$ cat src/rtl/seq_nibble_adder.sv
// seq_nibble_adder: WIDTH-bit adder built from a single 4-bit carry-lookahead
// adder. One nibble is added per clock, least significant nibble first. The
// nibble carry is held in a register between cycles. A start/ready/done
// handshake faces the requester.
//
// Optional feature: define SIGNED_OVF_EN to add a registered signed-overflow
// output. This output is captured at the final nibble and held with cout.
//
// WIDTH must be a multiple of 4 and at least 4.
//
// state | meaning
// IDLE  | ready; waits for start and latches operands on acceptance
// RUN   | adds one nibble per edge, idx selects the nibble
// DONE  | one-cycle done pulse; the result is valid

module carry_look_ahead_4bit (
  input  logic [3:0] a_i,
  input  logic [3:0] b_i,
  input  logic       cin_i,
  output logic [3:0] sum_o,
  output logic       cout_o
);
  logic [3:0] g, p;
  logic [3:0] c;

  // generate/propagate lookahead carries, no ripple chain
  always_comb begin
    g = a_i & b_i;
    p = a_i ^ b_i;
    c[0] = cin_i;
    c[1] = g[0] | (p[0] & cin_i);
    c[2] = g[1] | (p[1] & g[0]) | (p[1] & p[0] & cin_i);
    c[3] = g[2] | (p[2] & g[1]) | (p[2] & p[1] & g[0]) | (p[2] & p[1] & p[0] & cin_i);
    cout_o = g[3] | (p[3] & g[2]) | (p[3] & p[2] & g[1]) | (p[3] & p[2] & p[1] & g[0])
           | (p[3] & p[2] & p[1] & p[0] & cin_i);
    sum_o = p ^ c;
  end
endmodule

module seq_nibble_adder #(
  parameter int WIDTH = 16
) (
  input  logic             clk,
  input  logic             rst,
  input  logic             start,
  input  logic [WIDTH-1:0] a,
  input  logic [WIDTH-1:0] b,
  input  logic             cin,
  output logic             ready,
  output logic             busy,
  output logic             done,
  output logic [WIDTH-1:0] sum,
  output logic             cout
`ifdef SIGNED_OVF_EN
  ,
  output logic             overflow
`endif
);
  localparam int NIB  = WIDTH / 4;
  localparam int IDXW = (NIB > 1) ? $clog2(NIB) : 1;
  localparam logic [IDXW-1:0] LAST = IDXW'(NIB - 1);

  typedef enum logic [1:0] {S_IDLE, S_RUN, S_DONE} state_t;

  state_t           state_q, state_d;
  logic [IDXW-1:0]  idx_q, idx_d;
  logic [WIDTH-1:0] a_q, a_d;
  logic [WIDTH-1:0] b_q, b_d;
  logic             c_q, c_d;
  logic [WIDTH-1:0] sum_q, sum_d;
  logic             cout_q, cout_d;
`ifdef SIGNED_OVF_EN
  logic             ovf_q, ovf_d;
`endif

  logic [3:0] nib_a, nib_b, cla_sum;
  logic       cla_cout;

  // slice the current nibble out of the latched operands
  always_comb begin
    nib_a = a_q[4*int'(idx_q) +: 4];
    nib_b = b_q[4*int'(idx_q) +: 4];
  end

  carry_look_ahead_4bit u_cla (
    .a_i   (nib_a),
    .b_i   (nib_b),
    .cin_i (c_q),
    .sum_o (cla_sum),
    .cout_o(cla_cout)
  );

  // state and datapath registers, synchronous reset aborts any add in flight
  always_ff @(posedge clk) begin
    if (rst) begin
      state_q <= S_IDLE;
      idx_q   <= '0;
      a_q     <= '0;
      b_q     <= '0;
      c_q     <= 1'b0;
      sum_q   <= '0;
      cout_q  <= 1'b0;
`ifdef SIGNED_OVF_EN
      ovf_q   <= 1'b0;
`endif
    end else begin
      state_q <= state_d;
      idx_q   <= idx_d;
      a_q     <= a_d;
      b_q     <= b_d;
      c_q     <= c_d;
      sum_q   <= sum_d;
      cout_q  <= cout_d;
`ifdef SIGNED_OVF_EN
      ovf_q   <= ovf_d;
`endif
    end
  end

  // next-state, nibble sequencing and handshake outputs
  always_comb begin
    state_d = state_q;
    idx_d   = idx_q;
    a_d     = a_q;
    b_d     = b_q;
    c_d     = c_q;
    sum_d   = sum_q;
    cout_d  = cout_q;
`ifdef SIGNED_OVF_EN
    ovf_d   = ovf_q;
`endif
    ready   = 1'b0;
    busy    = 1'b0;
    done    = 1'b0;
    case (state_q)
      S_IDLE: begin
        ready = 1'b1;
        if (start) begin
          a_d     = a;
          b_d     = b;
          c_d     = cin;
          idx_d   = '0;
          sum_d   = '0;
          state_d = S_RUN;
        end
      end
      S_RUN: begin
        busy = 1'b1;
        sum_d[4*int'(idx_q) +: 4] = cla_sum;
        c_d = cla_cout;
        if (idx_q == LAST) begin
          cout_d  = cla_cout;
`ifdef SIGNED_OVF_EN
          ovf_d   = (a_q[WIDTH-1] == b_q[WIDTH-1]) && (cla_sum[3] != a_q[WIDTH-1]);
`endif
          state_d = S_DONE;
        end else begin
          idx_d = idx_q + IDXW'(1);
        end
      end
      S_DONE: begin
        done    = 1'b1;
        state_d = S_IDLE;
      end
      default: state_d = S_IDLE;
    endcase
  end

  assign sum  = sum_q;
  assign cout = cout_q;
`ifdef SIGNED_OVF_EN
  assign overflow = ovf_q;
`endif
endmodule

$ cat config.mk
export PLATFORM = sky130hd
export DESIGN_NAME = seq_nibble_adder
export DESIGN_NICKNAME = d
export VERILOG_FILES = /design/src/rtl/seq_nibble_adder.sv
export SDC_FILE = /design/constraint.sdc
export NUM_CORES = 1
export LEC_CHECK = 0
export CAP_MARGIN = 20
export CORE_MARGIN = 1
export CORE_UTILIZATION = 50
export DETAILED_ROUTE_END_ITERATION = 8
export GPL_ROUTABILITY_DRIVEN = 1
export PLACE_DENSITY = 0.76
export SYNTH_ARGS = -nofsm -noshare
export SYNTH_HDL_FRONTEND = slang
export SYNTH_SLANG_ARGS = --single-unit
$ cat constraint.sdc
create_clock -name clk -period 3.05 [get_ports clk]
set_input_delay 0.305 -clock clk [delete_from_list [all_inputs] [get_ports clk]]
set_output_delay 0.305 -clock clk [all_outputs]
set_load 0.02 [all_outputs]
-- Word level (Yosys, flattened, before mapping)
Cells that the tools add are included.
- bits in registers: 54
- word-level logic and storage cells: 69
- output and inout port bits: 20
- bitwise gates (word level): 29
- add/subtract/negate cells: 2
- equal/unequal tests: 6
- muxes and demuxes: 14
- reductions and logical operators: 7
- shift operators: 4
- operators by type and width (operator ; number):
    negator 4 -> 33 bit ; 1
    variable shift 4 x 33 -> 16 bit (first input constant) ; 1
    indexed part select 4 x 33 -> 16 bit ; 1
    case mux 16 bit (2 select lines) ; 1
    indexed part select 16 x 5 -> 4 bit ; 2
    bitwise AND 1 bit ; 16
    bitwise mux 16 bit ; 1
    2-to-1 mux 16 bit ; 1
    bitwise OR 1 bit ; 10
    2-to-1 mux 2 bit ; 4
    case mux 2 bit (2 select lines) ; 2
    AND reduction 2 bit ; 4
    bitwise XOR 4 bit ; 2
    inequality test 2 bit (second input constant) ; 3
    bitwise AND 4 bit ; 1
    == test 2 bit (second input constant) ; 2
    2-to-1 mux 1 bit ; 4
    AND reduction 3 bit ; 1
    adder 2 x 1 -> 2 bit (second input constant) ; 1
    == test 2 x 1 -> 1 bit (second input constant) ; 1
    zero test 2 bit ; 1
    case mux 1 bit (2 select lines) ; 1
    nonzero test 2 bit ; 1

-- Longest topological paths before layout
Gate-level depths: netlist (run 1).
- word-level depth: 10
- gate-level depth with buffers: 7
- gate-level depth less buffers: 6

-- Hierarchy
A second synthesis (run 1) with hierarchy kept.
- cells, all modules: 218
- area, all modules: 2517.4 µm²
- modules (own cells, without submodules) (module ; area an instance (µm²) ; instances ; cells each):
    seq_nibble_adder ; 2369.8 ; 1 ; 201
    carry_look_ahead_4bit ; 147.6 ; 1 ; 17

-- Worst setup path after synthesis (run 1)
OpenSTA, ideal clock, no wires.
- path kind: register to register
- from: reg idx_q[0]
- to: reg sum_q[14] (netlist: sum[14])
- arrival time: 2.238 ns
- library setup time: 0.128 ns
- setup slack: 0.685 ns
- clock period less this slack: 2.365 ns
- cell stages (with the launch flop): 8
- cells stage by stage: dfxtp_1 > buf_4 > mux4_2 > ha_1 > a211o_1 > a21o_1 > a32oi_1 > nor2_1
- cells in the longest elaborated chain, start to end: 10
- elaborated cells between the ends (all ways): 25
- RTL lines (element ; line ; text):
    start, declared ; 66 ; logic [IDXW-1:0] idx_q, idx_d;
    start signal, assigned ; 108 ; idx_q <= idx_d;
    indexed part select 16 x 5 -> 4 bit, on equally long branches ; 81, 82 ;
    bitwise XOR 4 bit or bitwise AND 4 bit (tied branches) ; 29, 28 ;
    bitwise AND 1 bit ; 33 ; c[3] = g[2] | (p[2] & g[1]) | (p[2] & p[1] & g[0]) | (p[2] & p[1] & p[0] & cin_i);
    bitwise OR 1 bit or bitwise AND 1 bit (tied branches) (2 in series) ; 33 ;
    bitwise OR 1 bit ; 33 ;
    bitwise XOR 4 bit ; 36 ; sum_o = p ^ c;
    indexed part select 4 x 33 -> 16 bit ; 149 ; sum_d[4*int'(idx_q) +: 4] = cla_sum;
    bitwise mux 16 bit * ; 149 ;
    case mux 16 bit (2 select lines) * ; 135 ; case (state_q)
    end signal, assigned ; 112 ; sum_q <= sum_d;
    end, declared ; 70 ; logic [WIDTH-1:0] sum_q, sum_d;
Mark *: on every way between the ends. The rest lies on a longest branch, timed or not.
A chain may end at the register's enable or synchronous reset.

-- Final worst setup path (run 1)
- from: reg idx_q[0]
- to: reg sum_q[7] (netlist: sum[7])
The elaborated chain is that of the path after synthesis.

==> report_table.html, run 1 <==
<table>
<tr><th>Metric</th><th>Value</th></tr>
<tr><th colspan="2">Run status</th></tr>
<tr><td>Status</td><td>completed</td></tr>
<tr><th colspan="2">Placement</th></tr>
<tr><td>Final RePlAce weighted congestion</td><td>0.7884</td></tr>
<tr><td>Number of input and output port buffers inserted</td><td>55</td></tr>
<tr><td>HPWL Detailed</td><td>3.833 mm</td></tr>
<tr><td>Count of placed standard cells including taps</td><td>381</td></tr>
<tr><td>Worst setup slack after placement</td><td>0.5576 ns</td></tr>
<tr><td>Total cell area at the placement stage</td><td>3025 sq um</td></tr>
<tr><th colspan="2">Clock network</th></tr>
<tr><td>Num Clock Sinks</td><td>54</td></tr>
<tr><td>Worst-Skew Late Latency</td><td>0.32 ns</td></tr>
<tr><td>H-tree level count</td><td>2</td></tr>
<tr><td>TritonCTS clock tree</td><td>built</td></tr>
<tr><td>Setup Fix Bufs, Post-CTS</td><td>0</td></tr>
<tr><td>Clock slew seen by the registers of the worst setup and hold paths</td><td>0.10 ns</td></tr>
<tr><td>Number of buffers added to fix hold violations after cts</td><td>0</td></tr>
<tr><td>CTS resizes</td><td>0</td></tr>
<tr><td>Total CTS buffers</td><td>5</td></tr>
<tr><td>Clock root buffer master</td><td>sky130_fd_sc_hd__clkbuf_8</td></tr>
<tr><td>CTS Buffer Depth</td><td>2</td></tr>
<tr><th colspan="2">Die</th></tr>
<tr><td>Starting utilization of the core area</td><td>52.16%</td></tr>
<tr><td>Core Footprint</td><td>4755 sq um</td></tr>
<tr><td>Horiz. Die Dim</td><td>72.43 um</td></tr>
<tr><td>Number of top-level design ports</td><td>56</td></tr>
<tr><td>Number of core rows</td><td>25</td></tr>
<tr><td>Chip Height</td><td>72.43 um</td></tr>
<tr><td>Die area</td><td>5245 sq um</td></tr>
<tr><th colspan="2">Route</th></tr>
<tr><td>Vias per std cell</td><td>5.231</td></tr>
<tr><td>1st-pass router iterations</td><td>4</td></tr>
<tr><td>Initial DRC Count</td><td>173</td></tr>
<tr><td>Number of routed nets with antenna violations</td><td>0</td></tr>
<tr><td>Total length of routed wires</td><td>5.361 mm</td></tr>
<tr><td>Vias after detailed routing</td><td>2035</td></tr>
<tr><td>Average detailed-routed wire length per instance</td><td>13.78 um</td></tr>
<tr><td>Residual DRC count</td><td>0</td></tr>
<tr><th colspan="2">Worst setup path</th></tr>
<tr><td>Internal reg-to-reg setup slack</td><td>0.53 ns</td></tr>
<tr><td>Startpoint class of the critical path</td><td>register</td></tr>
<tr><td>Critical path endpoint</td><td>sum[7]</td></tr>
<tr><td>R2r startpoint</td><td>idx_q[0]</td></tr>
<tr><td>Arrival time at the worst endpoint</td><td>2.68 ns</td></tr>
<tr><td>Required time of the critical path</td><td>3.21 ns</td></tr>
<tr><td>Critical path launch point</td><td>idx_q[0]</td></tr>
<tr><td>Critical setup path kind</td><td>register to register</td></tr>
<tr><td>Capturing point of the worst reg2reg path</td><td>sum[7]</td></tr>
<tr><td>Path depth of the worst reg2reg path</td><td>6</td></tr>
<tr><td>Largest fanout of any net on the critical path</td><td>6</td></tr>
<tr><td>Endpoint kind of the worst setup timing path</td><td>register</td></tr>
<tr><th colspan="2">Layout</th></tr>
<tr><td>Final net count</td><td>367</td></tr>
<tr><td>Post-layout utilization of the core</td><td>66.08%</td></tr>
<tr><td>Footprint of the flip-flops and latches</td><td>1081 sq um</td></tr>
<tr><td>Area of all placed cells without fillers</td><td>3142 sq um</td></tr>
<tr><td>Synthesis-to-finish area growth</td><td>26.69%</td></tr>
<tr><td>Share of final-layout standard cells stronger than drive strength 1</td><td>10.56%</td></tr>
<tr><td>Final cell count without fillers</td><td>389</td></tr>
<tr><td>Footprint of the multi-input gates</td><td>1274 sq um</td></tr>
<tr><td>Count of inserted antenna diode cells</td><td>0</td></tr>
<tr><td>Most frequent cells in the layout</td><td>71 x sky130_fd_sc_hd__nand2_1, 54 x sky130_fd_sc_hd__dfxtp_1, 54 x sky130_fd_sc_hd__clkdlybuf4s50_1</td></tr>
<tr><td>Fill cells</td><td>435</td></tr>
<tr><td>Leading cell type in the layout, fill and taps excluded</td><td>sky130_fd_sc_hd__nand2_1</td></tr>
<tr><th colspan="2">STA</th></tr>
<tr><td>Final period demand of the worst path</td><td>2.519 ns</td></tr>
<tr><td>Tightest Pin Transition</td><td>0.9979 ns</td></tr>
<tr><td>Worst-case setup margin in the final layout</td><td>0.5314 ns</td></tr>
<tr><td>Fin crit share</td><td>82.58%</td></tr>
<tr><td>Number of max-slew violations in the final report</td><td>0</td></tr>
<tr><td>FMAX</td><td>397.0 MHz</td></tr>
<tr><td>Worst Hold Margin</td><td>0.4581 ns</td></tr>
<tr><td>Final setup skew</td><td>0.008729 ns</td></tr>
<tr><td>Number of hold violations in the final report</td><td>0</td></tr>
<tr><td>Setup tns final</td><td>0 ns</td></tr>
<tr><td>Unrepaired setup endpoints after global routing</td><td>false</td></tr>
<tr><td>Worst slew margin relative to its limit</td><td>33.47%</td></tr>
<tr><td>Final setup fails</td><td>0</td></tr>
<tr><th colspan="2">Synthesis</th></tr>
<tr><td>Synthesis warning total</td><td>0</td></tr>
<tr><td>Number of enable-type register cells in the synthesized netlist</td><td>0</td></tr>
<tr><td>Number of instances in the synthesized netlist</td><td>272</td></tr>
<tr><td>Count of different cell masters after synthesis</td><td>41</td></tr>
<tr><td>Mapped cell area</td><td>2480 sq um</td></tr>
<tr><td>Most used flip-flop cell after synthesis</td><td>sky130_fd_sc_hd__dfxtp_1</td></tr>
<tr><td>Synth Net Count</td><td>318</td></tr>
<tr><td>Sequential area share after synthesis</td><td>43.59%</td></tr>
<tr><td>Post-synth ARST share</td><td>0%</td></tr>
<tr><td>Flip-flop and latch count after synthesis</td><td>54</td></tr>
<tr><td>Synthesized area per cell</td><td>9.117 sq um</td></tr>
<tr><th colspan="2">Global routing</th></tr>
<tr><td>GRT Overall Usage</td><td>22.36%</td></tr>
<tr><td>Antenna violations before repair</td><td>0</td></tr>
<tr><td>First-pass GRT wire length</td><td>9.142 mm</td></tr>
<tr><td>Number of global-route vias before repair</td><td>1945</td></tr>
<tr><td>Maximum number of pins on one net before global-route repair</td><td>59</td></tr>
<tr><td>Gr ovfl total</td><td>0</td></tr>
<tr><th colspan="2">Run</th></tr>
<tr><td>Number of max-cap violations</td><td>0</td></tr>
<tr><th colspan="2">Pwr</th></tr>
<tr><td>Total power of the final layout</td><td>1.501 mW</td></tr>
<tr><td>Pwr dens</td><td>477.9 nW/um^2</td></tr>
<tr><td>Worst IR drop on VDD</td><td>293.8 uV</td></tr>
<tr><td>Leakage power</td><td>1.176 nW</td></tr>
<tr><th colspan="2">Worst hold path</th></tr>
<tr><td>Type of the most critical hold path</td><td>register to register</td></tr>
</table>
## critical path, stage by stage, from the launching register on
cell	delay [ns]
sky130_fd_sc_hd__dfxtp_1	0.54
sky130_fd_sc_hd__mux4_2	0.58
sky130_fd_sc_hd__ha_1	0.36
sky130_fd_sc_hd__a41oi_1	0.30
sky130_fd_sc_hd__o21ai_2	0.12
sky130_fd_sc_hd__xnor2_1	0.33
sky130_fd_sc_hd__o31ai_1	0.13
## registers in the layout, indices dropped and copies added (netlist names)
signal and cells:
a_q 16, b_q 16, sum 16, idx_q 2, state_q 2, c_q 1, cout 1
## cell usage after synthesis, types with 2 or more instances
cell                       count  area (sq um)
sky130_fd_sc_hd__nand3_1       2         10.01
sky130_fd_sc_hd__nand3b_1      7         52.55
sky130_fd_sc_hd__o31ai_1       3         22.52
sky130_fd_sc_hd__a21o_1        2         15.01
sky130_fd_sc_hd__buf_2         4         20.02
sky130_fd_sc_hd__buf_6         5         56.30
sky130_fd_sc_hd__nor2_1       17         63.81
sky130_fd_sc_hd__dfxtp_1      54          1081
sky130_fd_sc_hd__a22oi_1       9         67.56
sky130_fd_sc_hd__nor3b_2       2         25.02
sky130_fd_sc_hd__mux4_2        8         180.2
sky130_fd_sc_hd__inv_2         2         7.510
sky130_fd_sc_hd__nand2_1      71         266.5
sky130_fd_sc_hd__nor2b_1       2         12.51
sky130_fd_sc_hd__a21oi_1      38         190.2
sky130_fd_sc_hd__a32oi_1       4         35.03
sky130_fd_sc_hd__clkbuf_1      6         22.52
sky130_fd_sc_hd__a21o_2        3         26.28
sky130_fd_sc_hd__ha_1          9         112.6
sky130_fd_sc_hd__inv_1         3         11.26
## area by class of cell
class                   count  area share [%]
clock buffers               5           2.190
clock inverters             3           1.513
inverters                   5          0.5974
multi-input cells         197           40.54
flip-flops and latches     54           34.41
well taps                  67           2.668
repair buffers             58           18.08
## report_power, final
| part | internal (mW) | switching [mW] |
|---|---|---|
| Sequential | 0.737 | 0.0249 |
| Combinational | 0.117 | 0.126 |
| Clock | 0.249 | 0.247 |
| Total | 1.10 | 0.399 |
## worst min path at each step
stage | slack, ns | end | startpoint | cells after the start
CTS | 0.46 | a_q[11] | a_q[11] | 2
finish | 0.46 | a_q[11] | a_q[11] | 2
global placement | 0.44 | a_q[15] | a_q[15] | 2
detailed placement | 0.45 | a_q[11] | a_q[11] | 2
floorplan | 0.43 | a_q[5] | a_q[5] | 2
global route | 0.49 | a_q[7] | a_q[7] | 2
## routing by layer
layer	up-vias	track usage, %	part of all wire [%]
met5	-	0	0
met3	9	3.472	3.7
met2	53	36.45	47
met1	931	30.15	47
met4	0	8.061	1.7
li1	1042	-	-
## kinds of logic after synthesis
family | after synthesis | synth area share (%)
and+or+nand+nor | 112 | 21.49
AOI/OAI and AO/OA | 65 | 16.55
DFF | 54 | 43.59
buffers and inverters | 21 | 5.045
adders and majority gates | 10 | 5.348
muxes | 8 | 7.265
xor gates and xnor gates | 2 | 0.7065
(Power assumes the default switching activity.)
==> inputs of run 2 (changes only) <==
Clock period 3.05 ns to 2.44 ns, I/O delays scaled along.
==> run 2 against run 1 <==
Effect of this change:
- final cell count rose by 0.77%
- combinational power increased by 27%
- critical path type unchanged
- die area unchanged
==> report_table.html, run 2 (synthesized netlist as in run 1, its figures left out) <==
<table>
<tr><th>Metric</th><th>Value</th></tr>
<tr><th colspan="2">Run status</th></tr>
<tr><td>Status</td><td>completed</td></tr>
<tr><th colspan="2">Worst setup path</th></tr>
<tr><td>Critical setup path kind</td><td>register to register</td></tr>
<tr><td>Largest fanout of any net on the critical path</td><td>7 (+1)</td></tr>
<tr><td>R2r startpoint</td><td>idx_q[0]</td></tr>
<tr><td>Startpoint class of the critical path</td><td>register</td></tr>
<tr><td>Path depth of the worst reg2reg path</td><td>6 (unchanged)</td></tr>
<tr><td>Capturing point of the worst reg2reg path</td><td>sum[14]</td></tr>
<tr><td>Arrival time at the worst endpoint</td><td>2.46 ns (-0.22 ns)</td></tr>
<tr><td>Required time of the critical path</td><td>2.63 ns (-0.58 ns)</td></tr>
<tr><td>Internal reg-to-reg setup slack</td><td>0.17 ns (-0.36 ns)</td></tr>
<tr><td>Endpoint kind of the worst setup timing path</td><td>register</td></tr>
<tr><th colspan="2">Worst hold path</th></tr>
<tr><td>Worst hold path stage count</td><td>2 (unchanged)</td></tr>
<tr><td>Launch point of the worst hold path</td><td>rst</td></tr>
<tr><td>Type of the most critical hold path</td><td>primary input to register</td></tr>
<tr><td>Worst min-delay path endpoint</td><td>state_q[0]</td></tr>
<tr><th colspan="2">Global routing</th></tr>
<tr><td>Gr ovfl total</td><td>0 (unchanged)</td></tr>
<tr><td>Antenna violations before repair</td><td>0 (unchanged)</td></tr>
<tr><td>Number of global-route vias before repair</td><td>1841 (-5.3%)</td></tr>
<tr><td>GRT Overall Usage</td><td>22.15% (-0.21 points)</td></tr>
<tr><td>First-pass GRT wire length</td><td>8.866 mm (-3.0%)</td></tr>
<tr><td>Maximum number of pins on one net before global-route repair</td><td>34 (-42%)</td></tr>
<tr><th colspan="2">STA</th></tr>
<tr><td>Fin crit share</td><td>93.15% (+11 points)</td></tr>
<tr><td>Final period demand of the worst path</td><td>2.273 ns (-0.2459 ns)</td></tr>
<tr><td>Final setup fails</td><td>0 (unchanged)</td></tr>
<tr><td>Final setup skew</td><td>0.006855 ns (-0.001874 ns)</td></tr>
<tr><td>Number of hold violations in the final report</td><td>0 (unchanged)</td></tr>
<tr><td>Worst slew margin relative to its limit</td><td>62.80% (+29 points)</td></tr>
<tr><td>Setup tns final</td><td>0 ns (unchanged)</td></tr>
<tr><td>FMAX</td><td>440.0 MHz (+11%)</td></tr>
<tr><td>Tightest Pin Transition</td><td>0.5561 ns (-0.4418 ns)</td></tr>
<tr><td>Unrepaired setup endpoints after global routing</td><td>false</td></tr>
<tr><td>Number of max-slew violations in the final report</td><td>0 (unchanged)</td></tr>
<tr><th colspan="2">Placement</th></tr>
<tr><td>Final RePlAce weighted congestion</td><td>0.7900 (+0.20%)</td></tr>
<tr><td>HPWL Detailed</td><td>3.936 mm (+2.7%)</td></tr>
<tr><td>Number of input and output port buffers inserted</td><td>55 (unchanged)</td></tr>
<tr><th colspan="2">Clock network</th></tr>
<tr><td>Worst-Skew Late Latency</td><td>0.31 ns (about the same)</td></tr>
<tr><td>Clock slew seen by the registers of the worst setup and hold paths</td><td>0.09 ns (about the same)</td></tr>
<tr><td>Total CTS buffers</td><td>5 (unchanged)</td></tr>
<tr><td>Clock root buffer master</td><td>sky130_fd_sc_hd__clkbuf_8</td></tr>
<tr><td>Setup Fix Bufs, Post-CTS</td><td>0 (unchanged)</td></tr>
<tr><td>CTS resizes</td><td>0 (unchanged)</td></tr>
<tr><td>H-tree level count</td><td>2 (unchanged)</td></tr>
<tr><td>Num Clock Sinks</td><td>54 (unchanged)</td></tr>
<tr><td>Number of buffers added to fix hold violations after cts</td><td>0 (unchanged)</td></tr>
<tr><td>CTS Buffer Depth</td><td>2 (unchanged)</td></tr>
<tr><td>TritonCTS clock tree</td><td>built</td></tr>
<tr><th colspan="2">Die</th></tr>
<tr><td>Number of top-level design ports</td><td>56 (unchanged)</td></tr>
<tr><td>Die area</td><td>5245 sq um (unchanged)</td></tr>
<tr><td>Core Footprint</td><td>4755 sq um (unchanged)</td></tr>
<tr><td>Number of core rows</td><td>25 (unchanged)</td></tr>
<tr><td>Starting utilization of the core area</td><td>52.16% (unchanged)</td></tr>
<tr><td>Chip Height</td><td>72.43 um (unchanged)</td></tr>
<tr><td>Horiz. Die Dim</td><td>72.43 um (unchanged)</td></tr>
<tr><th colspan="2">Layout</th></tr>
<tr><td>Most frequent cells in the layout</td><td>71 x sky130_fd_sc_hd__nand2_1, 54 x sky130_fd_sc_hd__clkdlybuf4s50_1, 53 x sky130_fd_sc_hd__dfxtp_1</td></tr>
<tr><td>Final net count</td><td>371 (+1.1%)</td></tr>
<tr><td>Count of inserted antenna diode cells</td><td>0 (unchanged)</td></tr>
<tr><td>Share of final-layout standard cells stronger than drive strength 1</td><td>12.00% (+1.4 points)</td></tr>
<tr><td>Post-layout utilization of the core</td><td>66.82% (+0.74 points)</td></tr>
<tr><td>Synthesis-to-finish area growth</td><td>28.10%</td></tr>
<tr><td>Leading cell type in the layout, fill and taps excluded</td><td>sky130_fd_sc_hd__nand2_1</td></tr>
<tr><th colspan="2">Pwr</th></tr>
<tr><td>Leakage power</td><td>1.198 nW (+1.9%)</td></tr>
<tr><td>Pwr dens</td><td>589.3 nW/um^2 (+23%)</td></tr>
<tr><td>Total power of the final layout</td><td>1.872 mW (+25%)</td></tr>
<tr><td>Worst IR drop on VDD</td><td>400.5 uV (+36%)</td></tr>
<tr><th colspan="2">Route</th></tr>
<tr><td>Initial DRC Count</td><td>89 (-49%)</td></tr>
<tr><td>Number of routed nets with antenna violations</td><td>0 (unchanged)</td></tr>
<tr><td>Residual DRC count</td><td>0 (unchanged)</td></tr>
<tr><td>Vias per std cell</td><td>5.240 (+0.16%)</td></tr>
<tr><td>Total length of routed wires</td><td>5.264 mm (-1.8%)</td></tr>
<tr><td>1st-pass router iterations</td><td>4 (unchanged)</td></tr>
<tr><td>Vias after detailed routing</td><td>2054 (+0.93%)</td></tr>
<tr><td>Average detailed-routed wire length per instance</td><td>13.43 um (-2.6%)</td></tr>
<tr><th colspan="2">Run</th></tr>
<tr><td>Number of max-cap violations</td><td>0 (unchanged)</td></tr>
</table>
run 2: cell count changes in the layout (fill, tap and decap cells not counted), sizes merged:
cell    previous run  this run
buf                4         8
clkbuf             5         6
clkinv             1         0
inv                6         5
run 2: critical path, cell delays in order (launching register included):
cell	delay (ns)
sky130_fd_sc_hd__dfxtp_2	0.45
sky130_fd_sc_hd__mux4_2	0.59
sky130_fd_sc_hd__ha_1	0.33
sky130_fd_sc_hd__a211o_1	0.33
sky130_fd_sc_hd__a21o_1	0.21
sky130_fd_sc_hd__a32oi_1	0.20
sky130_fd_sc_hd__nor2_1	0.05
run 2: metrics by stage:
stage / instance area (sq um) / setup WS, ns / cells / hold slack [ns]
after floorplan: 2480 / 0.07495 / 272 / 0.3800
after global placement: 3055 / 0.08851 / 385 / 0.4471
after detailed placement: 3055 / 0.03655 / 385 / 0.4491
after global routing: 3177 / 0.08584 / 392 / 0.3643
final: 3177 / 0.1672 / 392 / 0.3480
after CTS: 3168 / 0.01174 / 392 / 0.3506
run 2: how the worst max path moves through the flow:
stage,startpoint,end
after floorplan,idx_q[0],sum[14]
after global placement,idx_q[0],sum[7]
after detailed placement,idx_q[0],sum[3]
after CTS,idx_q[0],sum[3]
after global routing,idx_q[0],sum[14]
final,idx_q[0],sum[14]
run 2: final cells by class:
type | count | area, sq um
clock buffers | 6 | 82.58
clock inverters | 1 | 30.03
fillers | 410 | 1578
inverters | 5 | 18.77
multi-input cells | 197 | 1281
flip-flops and latches | 54 | 1082
well taps | 67 | 83.83
repair buffers | 62 | 598.1
run 2: metal layers:
metal | share of wire [%] | wire length [um] | up-vias | GRT usage, %
met5 | 0 | 0 | - | 0
met4 | 1.3 | 70 | 0 | 7.190
met3 | 4.4 | 230 | 9 | 4.583
met2 | 49 | 2585 | 59 | 37.18
met1 | 45 | 2377 | 939 | 28.56
li1 | - | - | 1047 | -
run 2: power by group:
group / switching [mW] / total [mW] / internal, mW
Clock: 0.281 / 0.610 / 0.329
Combinational: 0.158 / 0.311 / 0.153
Sequential: 0.0307 / 0.951 / 0.921
Total: 0.470 / 1.87 / 1.40
==> inputs of run 3 (changes only) <==
Settings changed: CORE_UTILIZATION 50 to 45, PLACE_DENSITY 0.76 to 0.7, SKIP_CTS_REPAIR_TIMING set to 1.
==> run 3 against run 2 <==
Effect of this change:
- worst hold slack gained 0.11 ns
- wire length grew 0.91%
- flip-flop and latch count is the same
- maximum frequency shrank 1.8%
- combinational power is essentially flat
- global-route usage shrank 2.7 points
- sequential power is essentially flat
- setup slack lost 0.041 ns
- largest cell class unchanged
- highest routed layer unchanged
==> report_table.html, run 3 (synthesized netlist as in run 1, its figures left out) <==
<table>
<tr><th>Metric</th><th>Value</th></tr>
<tr><th colspan="2">STA</th></tr>
<tr><td>Number of hold violations in the final report</td><td>0 (unchanged)</td></tr>
<tr><td>Worst Hold Margin</td><td>0.4616 ns (+0.1136 ns)</td></tr>
<tr><td>Final setup skew</td><td>0.003379 ns (-0.003476 ns)</td></tr>
<tr><td>Number of max-slew violations in the final report</td><td>0 (unchanged)</td></tr>
<tr><td>Unrepaired setup endpoints after global routing</td><td>false</td></tr>
<tr><td>Worst slew margin relative to its limit</td><td>52.48% (-10 points)</td></tr>
<tr><td>Final period demand of the worst path</td><td>2.313 ns (+0.04070 ns)</td></tr>
<tr><td>Tightest Pin Transition</td><td>0.7128 ns (+0.1567 ns)</td></tr>
<tr><td>Worst-case setup margin in the final layout</td><td>0.1265 ns (-0.04070 ns)</td></tr>
<tr><td>FMAX</td><td>432.3 MHz (-1.8%)</td></tr>
<tr><td>Final setup fails</td><td>0 (unchanged)</td></tr>
<tr><td>Fin crit share</td><td>94.81% (+1.7 points)</td></tr>
<tr><td>Setup tns final</td><td>0 ns (unchanged)</td></tr>
<tr><th colspan="2">Placement</th></tr>
<tr><td>HPWL Detailed</td><td>3.947 mm (+0.27%)</td></tr>
<tr><td>Worst setup slack after placement</td><td>-0.06180 ns (-0.09835 ns)</td></tr>
<tr><td>Number of input and output port buffers inserted</td><td>55 (unchanged)</td></tr>
<tr><td>Final RePlAce weighted congestion</td><td>0.7863 (-0.47%)</td></tr>
<tr><th colspan="2">Worst setup path</th></tr>
<tr><td>Category of cells accounting for the largest share of critical-path delay</td><td>compound AO/OA/AOI/OAI gates</td></tr>
<tr><td>Arrival time at the worst endpoint</td><td>2.48 ns (+0.02 ns)</td></tr>
<tr><td>Required time of the critical path</td><td>2.61 ns (-0.02 ns)</td></tr>
<tr><td>Endpoint kind of the worst setup timing path</td><td>register</td></tr>
<tr><td>Critical setup path kind</td><td>register to register</td></tr>
<tr><td>Chain of cells forming the critical path</td><td>mux4_2 -&gt; ha_1 -&gt; a211o_1 -&gt; a21o_1 -&gt; a32oi_1 -&gt; nor2_1</td></tr>
<tr><td>Highest-delay cell along the critical path</td><td>sky130_fd_sc_hd__mux4_2</td></tr>
<tr><td>Startpoint class of the critical path</td><td>register</td></tr>
<tr><td>Delay contributed by the slowest stage of the critical path</td><td>0.59 ns (about the same)</td></tr>
<tr><td>Critical path buffers and inverters</td><td>0 (unchanged)</td></tr>
<tr><td>Largest fanout of any net on the critical path</td><td>7 (unchanged)</td></tr>
<tr><th colspan="2">Clock network</th></tr>
<tr><td>H-tree level count</td><td>2 (unchanged)</td></tr>
<tr><td>Worst-Skew Late Latency</td><td>0.30 ns (about the same)</td></tr>
<tr><td>Clock slew seen by the registers of the worst setup and hold paths</td><td>0.09 ns (about the same)</td></tr>
<tr><td>Clock root buffer master</td><td>sky130_fd_sc_hd__clkbuf_8</td></tr>
<tr><td>Total CTS buffers</td><td>5 (unchanged)</td></tr>
<tr><td>CTS Buffer Depth</td><td>2 (unchanged)</td></tr>
<tr><td>Num Clock Sinks</td><td>54 (unchanged)</td></tr>
<tr><td>TritonCTS clock tree</td><td>built</td></tr>
<tr><th colspan="2">Layout</th></tr>
<tr><td>Leading cell type in the layout, fill and taps excluded</td><td>sky130_fd_sc_hd__nand2_1</td></tr>
<tr><td>Share of final-layout standard cells stronger than drive strength 1</td><td>11.42% (-0.58 points)</td></tr>
<tr><td>Count of inserted antenna diode cells</td><td>0 (unchanged)</td></tr>
<tr><td>Synthesis-to-finish area growth</td><td>26.94%</td></tr>
<tr><td>Final net count</td><td>369 (-0.54%)</td></tr>
<tr><td>Most frequent cells in the layout</td><td>71 x sky130_fd_sc_hd__nand2_1, 54 x sky130_fd_sc_hd__clkdlybuf4s50_1, 53 x sky130_fd_sc_hd__dfxtp_1</td></tr>
<tr><th colspan="2">Die</th></tr>
<tr><td>Horiz. Die Dim</td><td>76.24 um (+5.3%)</td></tr>
<tr><td>Number of top-level design ports</td><td>56 (unchanged)</td></tr>
<tr><td>Core Footprint</td><td>5205 sq um (+9.5%)</td></tr>
<tr><td>Number of core rows</td><td>26 (+4.0%)</td></tr>
<tr><td>Die area</td><td>5812 sq um (+11%)</td></tr>
<tr><td>Chip Height</td><td>76.24 um (+5.3%)</td></tr>
<tr><td>Starting utilization of the core area</td><td>47.64% (-4.5 points)</td></tr>
<tr><th colspan="2">Global routing</th></tr>
<tr><td>Antenna violations before repair</td><td>0 (unchanged)</td></tr>
<tr><td>Gr ovfl total</td><td>0 (unchanged)</td></tr>
<tr><td>Number of global-route vias before repair</td><td>1978 (+7.4%)</td></tr>
<tr><td>GRT Overall Usage</td><td>19.48% (-2.7 points)</td></tr>
<tr><td>Maximum number of pins on one net before global-route repair</td><td>41 (+21%)</td></tr>
<tr><td>First-pass GRT wire length</td><td>9.121 mm (+2.9%)</td></tr>
<tr><th colspan="2">Route</th></tr>
<tr><td>Initial DRC Count</td><td>75 (-16%)</td></tr>
<tr><td>Residual DRC count</td><td>0 (unchanged)</td></tr>
<tr><td>Number of routed nets with antenna violations</td><td>0 (unchanged)</td></tr>
<tr><td>1st-pass router iterations</td><td>5 (+1)</td></tr>
<tr><td>Average detailed-routed wire length per instance</td><td>13.48 um (+0.40%)</td></tr>
<tr><td>Total length of routed wires</td><td>5.312 mm (+0.91%)</td></tr>
<tr><td>Vias after detailed routing</td><td>2061 (+0.34%)</td></tr>
<tr><td>Vias per std cell</td><td>5.231 (-0.17%)</td></tr>
<tr><th colspan="2">Pwr</th></tr>
<tr><td>Pwr dens</td><td>566.8 nW/um^2 (-3.8%)</td></tr>
<tr><td>Leakage power</td><td>1.179 nW (-1.6%)</td></tr>
<tr><td>Worst IR drop on VDD</td><td>273.0 uV (-32%)</td></tr>
<tr><td>Total power of the final layout</td><td>1.784 mW (-4.7%)</td></tr>
<tr><th colspan="2">Run</th></tr>
<tr><td>Number of max-cap violations</td><td>0 (unchanged)</td></tr>
<tr><th colspan="2">Worst hold path</th></tr>
<tr><td>Type of the most critical hold path</td><td>register to register</td></tr>
<tr><th colspan="2">Run status</th></tr>
<tr><td>Status</td><td>completed</td></tr>
</table>
==> run 3: cell count changes in the layout (fill, tap and decap cells not counted) <==
| cell | delta |
|---|---|
| sky130_fd_sc_hd__buf_4 | -2 |
| sky130_fd_sc_hd__bufinv_16 | -1 |
| sky130_fd_sc_hd__clkbuf_1 | +1 |
| sky130_fd_sc_hd__inv_6 | +1 |
==> run 3: worst reg2reg max path, cell delays in order (launching register included) <==
cell,delay (ns)
sky130_fd_sc_hd__dfxtp_2,0.46
sky130_fd_sc_hd__mux4_2,0.59
sky130_fd_sc_hd__ha_1,0.34
sky130_fd_sc_hd__a211o_1,0.32
sky130_fd_sc_hd__a21o_1,0.21
sky130_fd_sc_hd__a32oi_1,0.20
sky130_fd_sc_hd__nor2_1,0.07
==> run 3: layout make-up <==
cell class	instances	area, sq um
clock buffers	7	86.33
clock inverters	1	8.758
fillers	489	2057
inverters	5	18.77
multi-input cells	197	1281
flip-flops and latches	54	1082
well taps	70	87.58
repair buffers	60	583.1
==> run 3: metal layers <==
metal / GRT usage (%) / part of all wire (%)
met5: 0 / 0
met4: 6.923 / 1.5
met3: 4.431 / 5.0
met2: 30.81 / 46
met1: 26.04 / 47
==> run 3: final timing paths <==
| check | cells past startpoint | to | startpoint | slack (ns) |
|---|---|---|---|---|
| min reg2reg | 2 | b_q[12] | b_q[12] | 0.46 |
| max reg2reg | 6 | sum[2] | idx_q[0] | 0.13 |
| min | 2 | b_q[12] | b_q[12] | 0.46 |
| max | 6 | sum[2] | idx_q[0] | 0.13 |
==> run 3: power breakdown <==
part,switching [mW],internal (mW),total (mW),leakage [nW]
Clock,0.290,0.235,0.525,0.0489
Sequential,0.0304,0.921,0.951,0.441
Combinational,0.157,0.151,0.308,0.689
Total,0.478,1.31,1.78,1.18
==> run 3: stage by stage <==
stage               cell area, sq um  utilization (%)  cells
CTS                             3139            60.31    394
floorplan                       2480                -    272
finish                          3148            60.48    394
global placement                3044            58.49    386
detailed placement              3044            58.49    386
global route                    3148            60.48    394
